$ cat src/rtl/mips_pkg.sv
// Shared types and constants for the ALU operand stage: state encoding,
// ALU opcodes, the hard-wired zero register and a register-match helper.
package mips_pkg;

  localparam int DATA_WIDTH = 32;
  localparam logic [4:0] REG_ZERO = 5'd0;

  typedef enum logic {
    EMPTY = 1'b0,
    FULL  = 1'b1
  } state_t;

  typedef enum logic [2:0] {
    ALU_AND = 3'b000,
    ALU_OR  = 3'b001,
    ALU_ADD = 3'b010,
    ALU_SUB = 3'b110,
    ALU_SLT = 3'b111
  } alucont_t;

  // True when src names the same non-zero register that dst will write.
  function automatic logic reg_hit(input logic [4:0] src, input logic [4:0] dst);
    return (dst != REG_ZERO) && (src == dst);
  endfunction

endpackage

$ cat src/rtl/alu_operand_stage_if.sv
// Decode-side, ALU-side and pipeline-feedback signals of the operand stage.
// master = surrounding pipeline, slave = the operand stage itself.
interface alu_operand_stage_if
  import mips_pkg::*;
#(
  parameter int WIDTH = DATA_WIDTH
);
  logic             in_valid;
  logic             in_ready;
  logic [4:0]       in_rs;
  logic [4:0]       in_rt;
  logic [4:0]       in_rd;
  logic             in_uses_rt;
  logic [WIDTH-1:0] in_rs_val;
  logic [WIDTH-1:0] in_rt_val;
  logic [WIDTH-1:0] in_imm;
  logic             in_alusrc;
  logic [2:0]       in_alucont;
  logic             in_regwrite;
  logic             in_memtoreg;

  logic             exm_regwrite;
  logic [4:0]       exm_rd;
  logic [WIDTH-1:0] exm_result;
  logic             wb_regwrite;
  logic [4:0]       wb_rd;
  logic [WIDTH-1:0] wb_result;
  logic             flush;

  logic             out_valid;
  logic             out_ready;
  logic [WIDTH-1:0] alu_a;
  logic [WIDTH-1:0] alu_b;
  logic [2:0]       alu_cont;
  logic [WIDTH-1:0] out_store_data;
  logic [4:0]       out_rd;
  logic             out_regwrite;
  logic             out_memtoreg;
  logic [15:0]      stall_count;

  modport master (
    output in_valid, in_rs, in_rt, in_rd, in_uses_rt, in_rs_val, in_rt_val, in_imm,
           in_alusrc, in_alucont, in_regwrite, in_memtoreg,
           exm_regwrite, exm_rd, exm_result, wb_regwrite, wb_rd, wb_result, flush,
           out_ready,
    input  in_ready, out_valid, alu_a, alu_b, alu_cont, out_store_data, out_rd,
           out_regwrite, out_memtoreg, stall_count
  );

  modport slave (
    input  in_valid, in_rs, in_rt, in_rd, in_uses_rt, in_rs_val, in_rt_val, in_imm,
           in_alusrc, in_alucont, in_regwrite, in_memtoreg,
           exm_regwrite, exm_rd, exm_result, wb_regwrite, wb_rd, wb_result, flush,
           out_ready,
    output in_ready, out_valid, alu_a, alu_b, alu_cont, out_store_data, out_rd,
           out_regwrite, out_memtoreg, stall_count
  );

endinterface

$ cat src/rtl/fwd_mux.sv
// Forwarding selector for one source operand; EX/MEM beats MEM/WB, r0 never
// forwarded. Built only with macro ALU_FWD_EN, otherwise passes held value.
module fwd_mux
  import mips_pkg::*;
#(
  parameter int WIDTH = DATA_WIDTH
) (
  input  logic [4:0]       src,
  input  logic [WIDTH-1:0] held_val,
  input  logic             exm_regwrite,
  input  logic [4:0]       exm_rd,
  input  logic [WIDTH-1:0] exm_result,
  input  logic             wb_regwrite,
  input  logic [4:0]       wb_rd,
  input  logic [WIDTH-1:0] wb_result,
  output logic [WIDTH-1:0] fwd_val
);

`ifdef ALU_FWD_EN
  always_comb begin
    fwd_val = held_val;
    if (exm_regwrite && reg_hit(src, exm_rd)) begin
      fwd_val = exm_result;
    end else if (wb_regwrite && reg_hit(src, wb_rd)) begin
      fwd_val = wb_result;
    end
  end
`else
  logic unused_fb;
  assign unused_fb = ^{src, exm_regwrite, exm_rd, exm_result, wb_regwrite, wb_rd, wb_result};
  assign fwd_val   = held_val;
`endif

endmodule

$ cat src/rtl/alu_operand_stage.sv
// One-entry operand buffer between decode and the ALU with hazard stalls,
// operand forwarding (macro ALU_FWD_EN) and a saturating stall counter.
module alu_operand_stage
  import mips_pkg::*;
#(
  parameter int WIDTH = DATA_WIDTH
) (
  input logic clk,
  input logic reset_n,
  alu_operand_stage_if.slave bus
);

  state_t           state_reg;
  logic [4:0]       rs_reg;
  logic [4:0]       rt_reg;
  logic [4:0]       rd_reg;
  logic [WIDTH-1:0] rs_val_reg;
  logic [WIDTH-1:0] rt_val_reg;
  logic [WIDTH-1:0] imm_reg;
  logic             alusrc_reg;
  logic [2:0]       alucont_reg;
  logic             regwrite_reg;
  logic             memtoreg_reg;
  logic [15:0]      stall_count_reg;

  logic             full;
  logic             hazard;
  logic             capture;
  logic [4:0]       src_num [2];
  logic [WIDTH-1:0] src_held[2];
  logic [WIDTH-1:0] src_fwd [2];

  assign full = (state_reg == FULL);

`ifdef ALU_FWD_EN
  // Only a load in the held slot cannot be covered by forwarding.
  assign hazard = full && memtoreg_reg && (rd_reg != REG_ZERO) &&
                  ((bus.in_rs == rd_reg) || (bus.in_uses_rt && (bus.in_rt == rd_reg)));
`else
  logic rs_pend;
  logic rt_pend;
  // Without forwarding, wait for any writer ahead of MEM/WB to retire.
  assign rs_pend = (full && regwrite_reg && reg_hit(bus.in_rs, rd_reg)) ||
                   (bus.exm_regwrite && reg_hit(bus.in_rs, bus.exm_rd));
  assign rt_pend = (full && regwrite_reg && reg_hit(bus.in_rt, rd_reg)) ||
                   (bus.exm_regwrite && reg_hit(bus.in_rt, bus.exm_rd));
  assign hazard  = rs_pend || (bus.in_uses_rt && rt_pend);
`endif

  assign bus.in_ready = reset_n && !hazard && (!full || bus.out_ready);
  assign capture      = bus.in_valid && bus.in_ready && !bus.flush;

  always_ff @(posedge clk or negedge reset_n) begin
    if (!reset_n) begin
      state_reg       <= EMPTY;
      rs_reg          <= '0;
      rt_reg          <= '0;
      rd_reg          <= '0;
      rs_val_reg      <= '0;
      rt_val_reg      <= '0;
      imm_reg         <= '0;
      alusrc_reg      <= 1'b0;
      alucont_reg     <= '0;
      regwrite_reg    <= 1'b0;
      memtoreg_reg    <= 1'b0;
      stall_count_reg <= '0;
    end else begin
      if (bus.flush) begin
        state_reg <= EMPTY;
      end else if (capture) begin
        state_reg <= FULL;
      end else if (full && bus.out_ready) begin
        state_reg <= EMPTY;
      end

      if (capture) begin
        rs_reg       <= bus.in_rs;
        rt_reg       <= bus.in_rt;
        rd_reg       <= bus.in_rd;
        rs_val_reg   <= bus.in_rs_val;
        rt_val_reg   <= bus.in_rt_val;
        imm_reg      <= bus.in_imm;
        alusrc_reg   <= bus.in_alusrc;
        alucont_reg  <= bus.in_alucont;
        regwrite_reg <= bus.in_regwrite;
        memtoreg_reg <= bus.in_memtoreg;
      end

      if (bus.in_valid && hazard && !bus.flush && (stall_count_reg != 16'hFFFF)) begin
        stall_count_reg <= stall_count_reg + 16'd1;
      end
    end
  end

  assign src_num[0]  = rs_reg;
  assign src_held[0] = rs_val_reg;
  assign src_num[1]  = rt_reg;
  assign src_held[1] = rt_val_reg;

  generate
    for (genvar gi = 0; gi < 2; gi++) begin : g_fwd
      fwd_mux #(.WIDTH(WIDTH)) u_fwd (
        .src          (src_num[gi]),
        .held_val     (src_held[gi]),
        .exm_regwrite (bus.exm_regwrite),
        .exm_rd       (bus.exm_rd),
        .exm_result   (bus.exm_result),
        .wb_regwrite  (bus.wb_regwrite),
        .wb_rd        (bus.wb_rd),
        .wb_result    (bus.wb_result),
        .fwd_val      (src_fwd[gi])
      );
    end
  endgenerate

  assign bus.out_valid      = full;
  assign bus.alu_a          = src_fwd[0];
  assign bus.out_store_data = src_fwd[1];
  assign bus.alu_b          = alusrc_reg ? imm_reg : src_fwd[1];
  assign bus.alu_cont       = alucont_reg;
  assign bus.out_rd         = rd_reg;
  assign bus.out_regwrite   = regwrite_reg;
  assign bus.out_memtoreg   = memtoreg_reg;
  assign bus.stall_count    = stall_count_reg;

endmodule

$ cat src/flat_wrapper.sv
// flat-port wrapper written by rule: the top's interface ports become plain ports
module alu_operand_stage_flat import mips_pkg::*;
#(
  parameter int WIDTH = DATA_WIDTH
)
  (clk, reset_n, bus_in_valid, bus_in_rs, bus_in_rt, bus_in_rd, bus_in_uses_rt, bus_in_rs_val, bus_in_rt_val, bus_in_imm, bus_in_alusrc, bus_in_alucont, bus_in_regwrite, bus_in_memtoreg, bus_exm_regwrite, bus_exm_rd, bus_exm_result, bus_wb_regwrite, bus_wb_rd, bus_wb_result, bus_flush, bus_out_ready, bus_in_ready, bus_out_valid, bus_alu_a, bus_alu_b, bus_alu_cont, bus_out_store_data, bus_out_rd, bus_out_regwrite, bus_out_memtoreg, bus_stall_count);
  alu_operand_stage_if #(.WIDTH(WIDTH)) bus_i ();
  input logic clk;
  input logic reset_n;
  input wire logic [$bits(bus_i.in_valid)-1:0] bus_in_valid;
  input wire logic [$bits(bus_i.in_rs)-1:0] bus_in_rs;
  input wire logic [$bits(bus_i.in_rt)-1:0] bus_in_rt;
  input wire logic [$bits(bus_i.in_rd)-1:0] bus_in_rd;
  input wire logic [$bits(bus_i.in_uses_rt)-1:0] bus_in_uses_rt;
  input wire logic [$bits(bus_i.in_rs_val)-1:0] bus_in_rs_val;
  input wire logic [$bits(bus_i.in_rt_val)-1:0] bus_in_rt_val;
  input wire logic [$bits(bus_i.in_imm)-1:0] bus_in_imm;
  input wire logic [$bits(bus_i.in_alusrc)-1:0] bus_in_alusrc;
  input wire logic [$bits(bus_i.in_alucont)-1:0] bus_in_alucont;
  input wire logic [$bits(bus_i.in_regwrite)-1:0] bus_in_regwrite;
  input wire logic [$bits(bus_i.in_memtoreg)-1:0] bus_in_memtoreg;
  input wire logic [$bits(bus_i.exm_regwrite)-1:0] bus_exm_regwrite;
  input wire logic [$bits(bus_i.exm_rd)-1:0] bus_exm_rd;
  input wire logic [$bits(bus_i.exm_result)-1:0] bus_exm_result;
  input wire logic [$bits(bus_i.wb_regwrite)-1:0] bus_wb_regwrite;
  input wire logic [$bits(bus_i.wb_rd)-1:0] bus_wb_rd;
  input wire logic [$bits(bus_i.wb_result)-1:0] bus_wb_result;
  input wire logic [$bits(bus_i.flush)-1:0] bus_flush;
  input wire logic [$bits(bus_i.out_ready)-1:0] bus_out_ready;
  output wire logic [$bits(bus_i.in_ready)-1:0] bus_in_ready;
  output wire logic [$bits(bus_i.out_valid)-1:0] bus_out_valid;
  output wire logic [$bits(bus_i.alu_a)-1:0] bus_alu_a;
  output wire logic [$bits(bus_i.alu_b)-1:0] bus_alu_b;
  output wire logic [$bits(bus_i.alu_cont)-1:0] bus_alu_cont;
  output wire logic [$bits(bus_i.out_store_data)-1:0] bus_out_store_data;
  output wire logic [$bits(bus_i.out_rd)-1:0] bus_out_rd;
  output wire logic [$bits(bus_i.out_regwrite)-1:0] bus_out_regwrite;
  output wire logic [$bits(bus_i.out_memtoreg)-1:0] bus_out_memtoreg;
  output wire logic [$bits(bus_i.stall_count)-1:0] bus_stall_count;
  assign bus_i.in_valid = bus_in_valid;
  assign bus_i.in_rs = bus_in_rs;
  assign bus_i.in_rt = bus_in_rt;
  assign bus_i.in_rd = bus_in_rd;
  assign bus_i.in_uses_rt = bus_in_uses_rt;
  assign bus_i.in_rs_val = bus_in_rs_val;
  assign bus_i.in_rt_val = bus_in_rt_val;
  assign bus_i.in_imm = bus_in_imm;
  assign bus_i.in_alusrc = bus_in_alusrc;
  assign bus_i.in_alucont = bus_in_alucont;
  assign bus_i.in_regwrite = bus_in_regwrite;
  assign bus_i.in_memtoreg = bus_in_memtoreg;
  assign bus_i.exm_regwrite = bus_exm_regwrite;
  assign bus_i.exm_rd = bus_exm_rd;
  assign bus_i.exm_result = bus_exm_result;
  assign bus_i.wb_regwrite = bus_wb_regwrite;
  assign bus_i.wb_rd = bus_wb_rd;
  assign bus_i.wb_result = bus_wb_result;
  assign bus_i.flush = bus_flush;
  assign bus_i.out_ready = bus_out_ready;
  assign bus_in_ready = bus_i.in_ready;
  assign bus_out_valid = bus_i.out_valid;
  assign bus_alu_a = bus_i.alu_a;
  assign bus_alu_b = bus_i.alu_b;
  assign bus_alu_cont = bus_i.alu_cont;
  assign bus_out_store_data = bus_i.out_store_data;
  assign bus_out_rd = bus_i.out_rd;
  assign bus_out_regwrite = bus_i.out_regwrite;
  assign bus_out_memtoreg = bus_i.out_memtoreg;
  assign bus_stall_count = bus_i.stall_count;
  alu_operand_stage #(.WIDTH(WIDTH)) u_core (.clk(clk), .reset_n(reset_n), .bus(bus_i));
endmodule
$ cat config.mk
export PLATFORM = sky130hd
export DESIGN_NAME = alu_operand_stage_flat
export DESIGN_NICKNAME = d
export VERILOG_FILES = /design/src/rtl/mips_pkg.sv /design/src/rtl/alu_operand_stage_if.sv /design/src/rtl/fwd_mux.sv /design/src/rtl/alu_operand_stage.sv /design/src/flat_wrapper.sv
export SDC_FILE = /design/constraint.sdc
export NUM_CORES = 1
export LEC_CHECK = 0
export CORE_AREA = 2 2 125 127
export CTS_BUF_LIST = sky130_fd_sc_hd__clkbuf_16
export DETAILED_ROUTE_END_ITERATION = 10
export DIE_AREA = 0 0 127 129
export PLACE_DENSITY = 0.79
export SYNTH_ARGS = -nofsm -noshare
export SYNTH_HDL_FRONTEND = slang
export SYNTH_SLANG_ARGS = --single-unit
$ cat constraint.sdc
create_clock -name clk -period 2.65 [get_ports clk]
set_input_delay 0.53 -clock clk [delete_from_list [all_inputs] [get_ports clk]]
set_output_delay 0.53 -clock clk [all_outputs]
set_load 0.1 [all_outputs]
==> Word level (Yosys, flattened, before mapping) <==
Cells that the tools add are included.
W data, S select, Z words.
{ "word_totals": {"register_bits": 124} }
{ "classes": {"add_sub_neg": 1, "eq_ne": 5, "muxes": 4, "n_reduce_logical": 28} }
{ "ops": {"columns": ["op", "count"], "rows": [
  ["$mux W32", 1],
  ["$eq A5 B5 Y1", 4],
  ["$logic_and A1 B1 Y1", 18],
  ["$add A16 B1 Y16 const B", 1],
  ["$ne A16 B16 Y1 const B", 1],
  ["$reduce_bool A5 Y1", 2],
  ["$logic_or A1 B1 Y1", 4],
  ["$logic_not A1 Y1", 3],
  ["$mux W1", 3],
  ["$reduce_bool A3 Y1", 1]
]} }

==> Logic depth before layout (Yosys ltp) <==
Gate-level depths: netlist (run 1).
{ "logic_depth": {"ltp_word": 13, "ltp_mapped": 9} }

==> Hierarchy <==
Synthesis (run 1) repeated with hierarchy kept, for this count alone.
{ "hier_totals": {"hier_cells": 457, "hier_area_um2": 6354.8} }
{ "by_module_without_submodules": {"columns": ["mod", "n_inst", "cells_per_inst", "area_per_inst_um2", "seq_area_each_um2"], "rows": [
  ["alu_operand_stage", 1, 393, 5874.4, 3353.2],
  ["fwd_mux", 2, 32, 240.2, 0.0]
]} }

==> Worst setup path before layout (run 1) <==
No wires, ideal clock.
{ "synth_timing": {"path_type": "reg-to-output", "start": "reg u_core.rd_reg[4], in the netlist u_core.bus.out_rd[4]", "end": "out bus_in_ready", "arrival_ns": 2.800, "slack_ns": -0.680, "path_stages_with_launch": 7, "path_cell_list": "dfrtp_1 xor2_1 nor4_1 and4_1 o21ai_4 clkbuf_1 and4_1"} }
{ "synth_between": {"elab_chain_len": 9} }
{ "synth_rtl": {"columns": ["element", "line", "source"], "rows": [
  ["from (decl)", "alu_operand_stage.sv:16", "logic [4:0] rd_reg;"],
  ["from (signal assigned)", "alu_operand_stage.sv:79", "rd_reg <= bus.in_rd;"],
  ["$eq A5 B5 Y1 / $reduce_bool A5 Y1 (equally long branches)", "mips_pkg.sv:23", "return (dst != REG_ZERO) && (src == dst);"],
  ["$logic_and A1 B1 Y1", "mips_pkg.sv:23", null],
  ["$logic_and A1 B1 Y1", "alu_operand_stage.sv:45", "assign rt_pend = (full && regwrite_reg && reg_hit(bus.in_rt, rd_reg)) ||"],
  ["$logic_or A1 B1 Y1", "alu_operand_stage.sv:45", null],
  ["$logic_and A1 B1 Y1", "alu_operand_stage.sv:47", "assign hazard = rs_pend || (bus.in_uses_rt && rt_pend);"],
  ["$logic_or A1 B1 Y1 (*)", "alu_operand_stage.sv:47", null],
  ["$logic_not A1 Y1 (*)", "alu_operand_stage.sv:50", "assign bus.in_ready = reset_n && !hazard && (!full || bus.out_ready);"],
  ["$logic_and A1 B1 Y1 (*) (2 in a row)", "alu_operand_stage.sv:50", null],
  ["to (decl)", "flat_wrapper.sv:30", "output wire logic [$bits(bus_i.in_ready)-1:0] bus_in_ready;"]
]} }
Every way passes the cells marked *; elsewhere a longest branch is shown, timed or not.

==> Worst setup path after layout (run 1) <==
{ "layout_timing": {"start": "in bus_exm_rd[0]", "end": "out bus_in_ready"} }
{ "layout_between": {"elab_chain_len": 9} }
{ "layout_rtl": {"columns": ["element", "line", "source"], "rows": [
  ["from (decl)", "flat_wrapper.sv:23", "input wire logic [$bits(bus_i.exm_rd)-1:0] bus_exm_rd;"],
  ["$eq A5 B5 Y1 / $reduce_bool A5 Y1 (equally long branches)", "mips_pkg.sv:23", null],
  ["$logic_and A1 B1 Y1", "mips_pkg.sv:23", null],
  ["$logic_and A1 B1 Y1", "alu_operand_stage.sv:46", "(bus.exm_regwrite && reg_hit(bus.in_rt, bus.exm_rd));"],
  ["$logic_or A1 B1 Y1", "alu_operand_stage.sv:45", null],
  ["$logic_and A1 B1 Y1", "alu_operand_stage.sv:47", null],
  ["$logic_or A1 B1 Y1 (*)", "alu_operand_stage.sv:47", null],
  ["$logic_not A1 Y1 (*)", "alu_operand_stage.sv:50", null],
  ["$logic_and A1 B1 Y1 (*) (2 in a row)", "alu_operand_stage.sv:50", null]
]} }
Marks and branches as above.

==> qor.csv, run 1 <==
stage,metric,value,unit
run_status,status,"finished, final reports clean",
synth,syn nets,579,
clocking,H-tree levels,4,
critical_path,max incr delay on CP,0.56,ns
die,core box area,0.0150,mm^2
critical_path,critical path class,in -> out,
timing,Pins Over Slew Limit,0,
cells_and_area,Ant. Diodes,0,
timing,Fin. Hold Viols,0,
timing,Min Hold Slack,0.0176,ns
cells_and_area,layout cells sized above 1,0.502,
timing,final-report setup violation count,0,
drt,final routed DRC violation total,0,
timing,Setup TNS,0,ns
cells_and_area,register area,0.00312,mm^2
clocking,CTS tree,done,
critical_path,critical path startpoint category,input port,
pwr,P per Cell Area,1110,mW/mm^2
run,max-cap viol count,0,
critical_path,CP max FO,2,
drt,Via density,4.87,
die,Die Footprint,0.0164,mm^2
die,Initial Utilization,0.373,
global_route,gr usage total,0.189,
synth,Mapped Area,0.00559,mm^2
synth,synthesized area per cell,14.7,um^2
clocking,Hold Buf Count CTS,0,
die,Die Span Y,129,um
die,Die Wd,127,um
clocking,clock root buffer,clkbuf_16,
die,# rows,45,
timing,Worst Skew,0.0103,ns
placement,dpl cell area,0.00852,mm^2
timing,RSZ-0062 raised after global routing,no,
critical_path,CP Cell Sequence,dlygate4sd2_1 -> or4_4 -> nor2_4 -> nor4_2 -> o21ai_4 -> and4_4 -> buf_12,
drt,Iteration-0 DRC Markers,167,
synth,library cells used by synthesis,29,
cells_and_area,multi-input logic area,0.00236,mm^2
pwr,leakage power,4.04,nW
synth,Mapped Cells,379,
drt,first-pass detailed-route iteration total,5,
global_route,antenna violations before repair,0,
timing,final setup margin,0.0665,ns
timing,final cycle utilization of the critical path,0.975,
synth,Ys Warns,0,
timing,f_max,0.387,GHz
drt,final wirelength,15200,um
global_route,Congestion Overflow GR,0,
clocking,Worst-path clk slew,0.05,ns
timing,worst slew pin tran,1.05,ns
worst_hold_path,type of the worst min-delay path,in -> async,
clocking,Worst-Skew Late Latency,0.41,ns
placement,dpl hpwl,11100,um
cells_and_area,nets,852,
critical_path,crit end category,output pin,
cells_and_area,post-route design area,0.00911,mm^2
cells_and_area,Layout area overhead,63.1,%
critical_path,CP top delay family,simple AND/OR/NAND/NOR gates,
clocking,CTS Buf Count,17,
placement,setup slack after placement,-0.313,ns
pwr,worst vdd ir,0.728,mV
timing,crit path time final,2.58,ns
placement,PortBufs,252,
pwr,total design power,10.1,mW
placement,gpl congestion,0.843,
cells_and_area,Layout Utilization,0.609,
drt,via count,4153,
global_route,vias in the first global route,4608,
cells_and_area,Fillers,1146,
critical_path,worst path bufs/invs,2,
cells_and_area,final non-filler cell total,853,
critical_path,CP arrival,2.05,ns
die,I/O pins,323,
timing,Max transition margin,0.296,
synth,register bit total from synthesis,124,
drt,DRT antenna net count,0,
global_route,first-pass GRT wire length,24000,um
drt,Wirelength per Cell,17.8,um
synth,sequential-to-total area share from yosys stat,0.555,
critical_path,Critical Path Slowest Stage Cell,or4_4,
critical_path,Crit path required time,2.12,ns
clocking,clk buf depth,2,
global_route,largest net degree at the start of global routing,105,
placement,Placed Instances,819,
clocking,clk sinks,124,
==> repair_timing <==
action	CTS	global route
gates resized for setup	9	2
pin swaps	4	7
hold endpoints to repair	0	0
setup buffers	2	0
setup endpoints to repair	1	1
==> power by group <==
part           total [mW]  switching [mW]  leakage, nW  internal, mW
clock network        2.16           0.876        0.257          1.28
registers            2.53           0.260         1.49          2.27
logic                5.42            3.78         2.29          1.64
==> cell usage in the layout, fill, tap and decap left out, types with 3 or more instances in the layout <==
cell             instances
buf_12                  38
nand3_1                  3
clkdlybuf4s50_1        121
and3_1                   4
mux2_2                 121
clkbuf_16               17
nor2_1                   3
dfrtp_1                113
mux2_4                  19
xor2_1                  23
buf_4                  108
nand4_1                  8
dfrtp_2                 11
clkinvlp_4               5
xnor2_1                 11
dlygate4sd2_1            4
clkinv_2                 3
a2111oi_0                3
a211oi_1                11
nand2_1                 10
==> cells in the mapped netlist <==
cell type | count | area, um^2
nand4_1 | 8 | 50.1
inv_1 | 2 | 7.51
nor2b_1 | 1 | 6.26
nand2_1 | 10 | 37.5
mux2_4 | 19 | 285
nor3_1 | 1 | 5.00
clkbuf_1 | 7 | 26.3
a211oi_1 | 11 | 82.6
xnor2_1 | 12 | 105
and4_1 | 2 | 17.5
buf_8 | 1 | 15.0
dfrtp_1 | 124 | 3100
o21ai_0 | 1 | 5.00
a2111oi_0 | 3 | 26.3
o21bai_1 | 1 | 7.51
a21oi_1 | 1 | 5.00
ha_1 | 1 | 12.5
nor2_1 | 4 | 15.0
and3_1 | 5 | 31.3
nand2b_1 | 1 | 6.26
buf_12 | 2 | 40.0
nor4_1 | 3 | 18.8
buf_4 | 9 | 67.6
mux2_2 | 121 | 1360
or4_1 | 1 | 7.51
nand3_1 | 3 | 15.0
o31a_1 | 1 | 8.76
o21ai_4 | 1 | 16.3
xor2_1 | 23 | 201
==> path summary, 6_finish.rpt <==
| kind | start | slack (ns) | depth (start not counted) | to |
|---|---|---|---|---|
| min in group clk | u_core.bus.stall_count[8]$_DFFE_PN0P_ | 0.49 | 1 | u_core.bus.stall_count[8]$_DFFE_PN0P_ |
| worst min register to register | u_core.bus.stall_count[8]$_DFFE_PN0P_ | 0.49 | 1 | u_core.bus.stall_count[8]$_DFFE_PN0P_ |
| worst min-delay path | reset_n | 0.02 | 1 | u_core.bus.stall_count[12]$_DFFE_PN0P_ |
| worst max-delay path | bus_exm_rd[0] | 0.07 | 7 | bus_in_ready |
| worst max register to register | u_core.bus.stall_count[0]$_DFFE_PN0P_ | 0.16 | 8 | u_core.bus.stall_count[15]$_DFFE_PN0P_ |
| max in group asynchronous | reset_n | 1.75 | 2 | u_core.bus.alu_cont[1]$_DFFE_PN0P_ |
==> kinds of logic (layout without fill, tap and decap cells) <==
family / Yosys count / after routing / share of synthesized area
xor+xnor: 35 / 35 / 0.0549
mux: 140 / 140 / 0.295
flops: 124 / 124 / 0.555
fa+ha+maj: 1 / 1 / 0.00224
buf+inv: 21 / 307 / 0.0280
simple gates: 39 / 39 / 0.0376
compound gates: 19 / 19 / 0.0271
==> per-layer routing <==
layer | vias up | track usage | part of all wire
li1 | 1917 | - | -
met1 | 2046 | 0.206 | 0.38
met2 | 171 | 0.337 | 0.53
met3 | 19 | 0.0736 | 0.081
met4 | 0 | 0.0679 | 0.015
met5 | - | 0 | 0
==> cell type report <==
type / instances / share of cell area
Multi-Input combinational cell: 234 / 0.259
Timing Repair Buffer: 273 / 0.312
Clock buffer: 17 / 0.0467
Tap cell: 188 / 0.0258
Inverter: 2 / 0.000824
Clock inverter: 15 / 0.0137
Sequential cell: 124 / 0.342
Power figures use the tool's default switching activity.
==> inputs of run 2 (changes only) <==
CTS_CLUSTER_SIZE = 10   (was default)
SETUP_SLACK_MARGIN = 0.05   (was default)
==> run 2 against run 1 <==
Against the previous run:
- power up 1.6%
- core utilization up 0.34 points
- worst hold slack gained 0.30 ns
- clock power up 8%
- clock skew fell by 0.0019 ns
- die area unchanged
- combinational power about the same
- first-iteration DRC count down 19%
- sequential share of layout area decreased by 0.16 points
- global-route usage decreased by 0.67 points
- critical endpoint unchanged
- largest cell class unchanged
==> qor.csv, run 2 (synthesized netlist as in run 1, its figures left out) <==
stage,metric,value,unit
timing,crit path time final,2.56,ns
cells_and_area,Layout area overhead,64.0,%
critical_path,CP arrival,2.03,ns
critical_path,crit end category,output pin,
pwr,P per Cell Area,1120,mW/mm^2
clocking,Worst-path clk slew,0.05,ns
timing,Pins Over Slew Limit,0,
timing,Min Hold Slack,0.318,ns
die,core box area,0.0150,mm^2
timing,Fin. Hold Viols,0,
clocking,clk sinks,124,
critical_path,"reg-to-reg slack, setup",0.31,ns
cells_and_area,register area,0.00312,mm^2
cells_and_area,"commonest non-fill, non-tap cell in the layout",mux2_2,
placement,dpl hpwl,11100,um
worst_hold_path,type of the worst min-delay path,in -> async,
run_status,status,"finished, final reports clean",
timing,final-report setup violation count,0,
clocking,clock root buffer,clkbuf_16,
critical_path,Crit path required time,2.12,ns
critical_path,critical path class,in -> out,
timing,Worst Skew,0.00839,ns
timing,f_max,0.391,GHz
global_route,first-pass GRT wire length,23500,um
critical_path,RR Endpoint,u_core.bus.stall_count[6]$_DFFE_PN0P_,
timing,RSZ-0062 raised after global routing,no,
drt,Iteration-0 DRC Markers,136,
run,max-cap viol count,0,
die,Die Wd,127,um
cells_and_area,Ant. Diodes,0,
drt,Wirelength per Cell,17.5,um
pwr,worst vdd ir,0.910,mV
placement,PortBufs,252,
global_route,vias in the first global route,4618,
timing,worst slew pin tran,0.806,ns
die,Initial Utilization,0.373,
critical_path,CP max FO,2,
global_route,gr usage total,0.183,
placement,gpl congestion,0.833,
critical_path,cells on worst reg2reg path,8,
drt,final routed DRC violation total,0,
die,Die Span Y,129,um
drt,first-pass detailed-route iteration total,4,
clocking,CTS tree,done,
drt,DRT antenna net count,0,
critical_path,max incr delay on CP,0.50,ns
cells_and_area,multi-input logic area,0.00236,mm^2
clocking,Worst-Skew Late Latency,0.40,ns
timing,final cycle utilization of the critical path,0.965,
clocking,H-tree levels,4,
die,I/O pins,323,
clocking,Hold Buf Count CTS,0,
pwr,leakage power,4.10,nW
die,Die Footprint,0.0164,mm^2
critical_path,CP Cell Sequence,dlygate4sd2_1 -> or4_4 -> nor2_4 -> nor4_4 -> o21ai_4 -> and4_4 -> buf_12,
global_route,largest net degree at the start of global routing,64,
critical_path,Critical Path Slowest Stage Cell,or4_4,
drt,Via density,4.88,
timing,Setup TNS,0,ns
drt,via count,4165,
critical_path,critical path startpoint category,input port,
timing,Max transition margin,0.463,
global_route,Congestion Overflow GR,0,
cells_and_area,layout cells sized above 1,0.498,
cells_and_area,nets,855,
clocking,CTS Buf Count,17,
global_route,antenna violations before repair,0,
die,# rows,45,
drt,final wirelength,15000,um
clocking,clk buf depth,2,
cells_and_area,Fillers,1142,
critical_path,reg2reg start,u_core.bus.out_rd[1]$_DFFE_PN0P_,
cells_and_area,"commonest cells after routing, fill and taps aside","mux2_2, clkdlybuf4s50_1, buf_4",
[run 2: per-layer routing]
metal | GRT usage | up-vias | share of wire
met5 | 0 | - | 0
met4 | 0.0537 | 0 | 0.018
met3 | 0.0728 | 20 | 0.074
met2 | 0.321 | 171 | 0.52
met1 | 0.206 | 2055 | 0.38
li1 | - | 1919 | -
[run 2: report_power, final]
part,internal (mW),switching [mW],total [mW]
clock network,1.54,0.793,2.33
logic,1.64,3.77,5.41
registers,2.27,0.261,2.53
total,5.44,4.83,10.3
[run 2: how the worst max path moves through the flow]
stage                                      from                        endpoint  slack, ns  cells past startpoint
3_5_place_dp                      bus_exm_rd[0]  u_core.imm_reg[23]$_DFFE_PN0P_      -0.29                      8
2_1_floorplan                     bus_exm_rd[0]                    bus_in_ready       0.05                      6
3_3_place_gp                      bus_exm_rd[0]  u_core.imm_reg[20]$_DFFE_PN0P_      -0.28                      8
5_1_grt        u_core.bus.out_rd[0]$_DFFE_PN0P_                    bus_in_ready       0.05                      6
6_report                          bus_exm_rd[0]                    bus_in_ready       0.09                      7
4_1_cts                            bus_in_rt[4]                    bus_in_ready       0.05                      7
[run 2: stage by stage]
stage	cells	util	cell area [um^2]	power [mW]	worst slack, ns
3_5_place_dp	822	0.570	8540	8.00	-0.292
6_report	854	0.612	9170	10.3	0.0939
3_3_place_gp	822	0.570	8540	7.93	-0.278
4_1_cts	854	0.611	9160	10.4	0.0500
5_1_grt	854	0.612	9170	10.6	0.0505
2_1_floorplan	379	-	5610	6.31	0.0489
[run 2: area by class of cell]
cell class | instances | share of cell area
clock inverters | 13 | 0.0175
well taps | 188 | 0.0257
clock buffers | 17 | 0.0464
flip-flops and latches | 124 | 0.340
inverters | 2 | 0.000819
multi-input cells | 234 | 0.258
repair buffers | 276 | 0.312
[run 2: repair_timing]
item / 4_1_cts / 5_1_grt
pin swaps: 7 / 8
resized for setup: 15 / 4
endpoints found under the setup margin: 1 / 2
setup buffers: 2 / 0
hold endpoints to repair: 0 / 0
[run 2: worst max-delay path, delay by kind of cell]
kind            cells  cell delay, ns
simple gates        4            0.95
buf+inv             2            0.41
compound gates      1            0.13
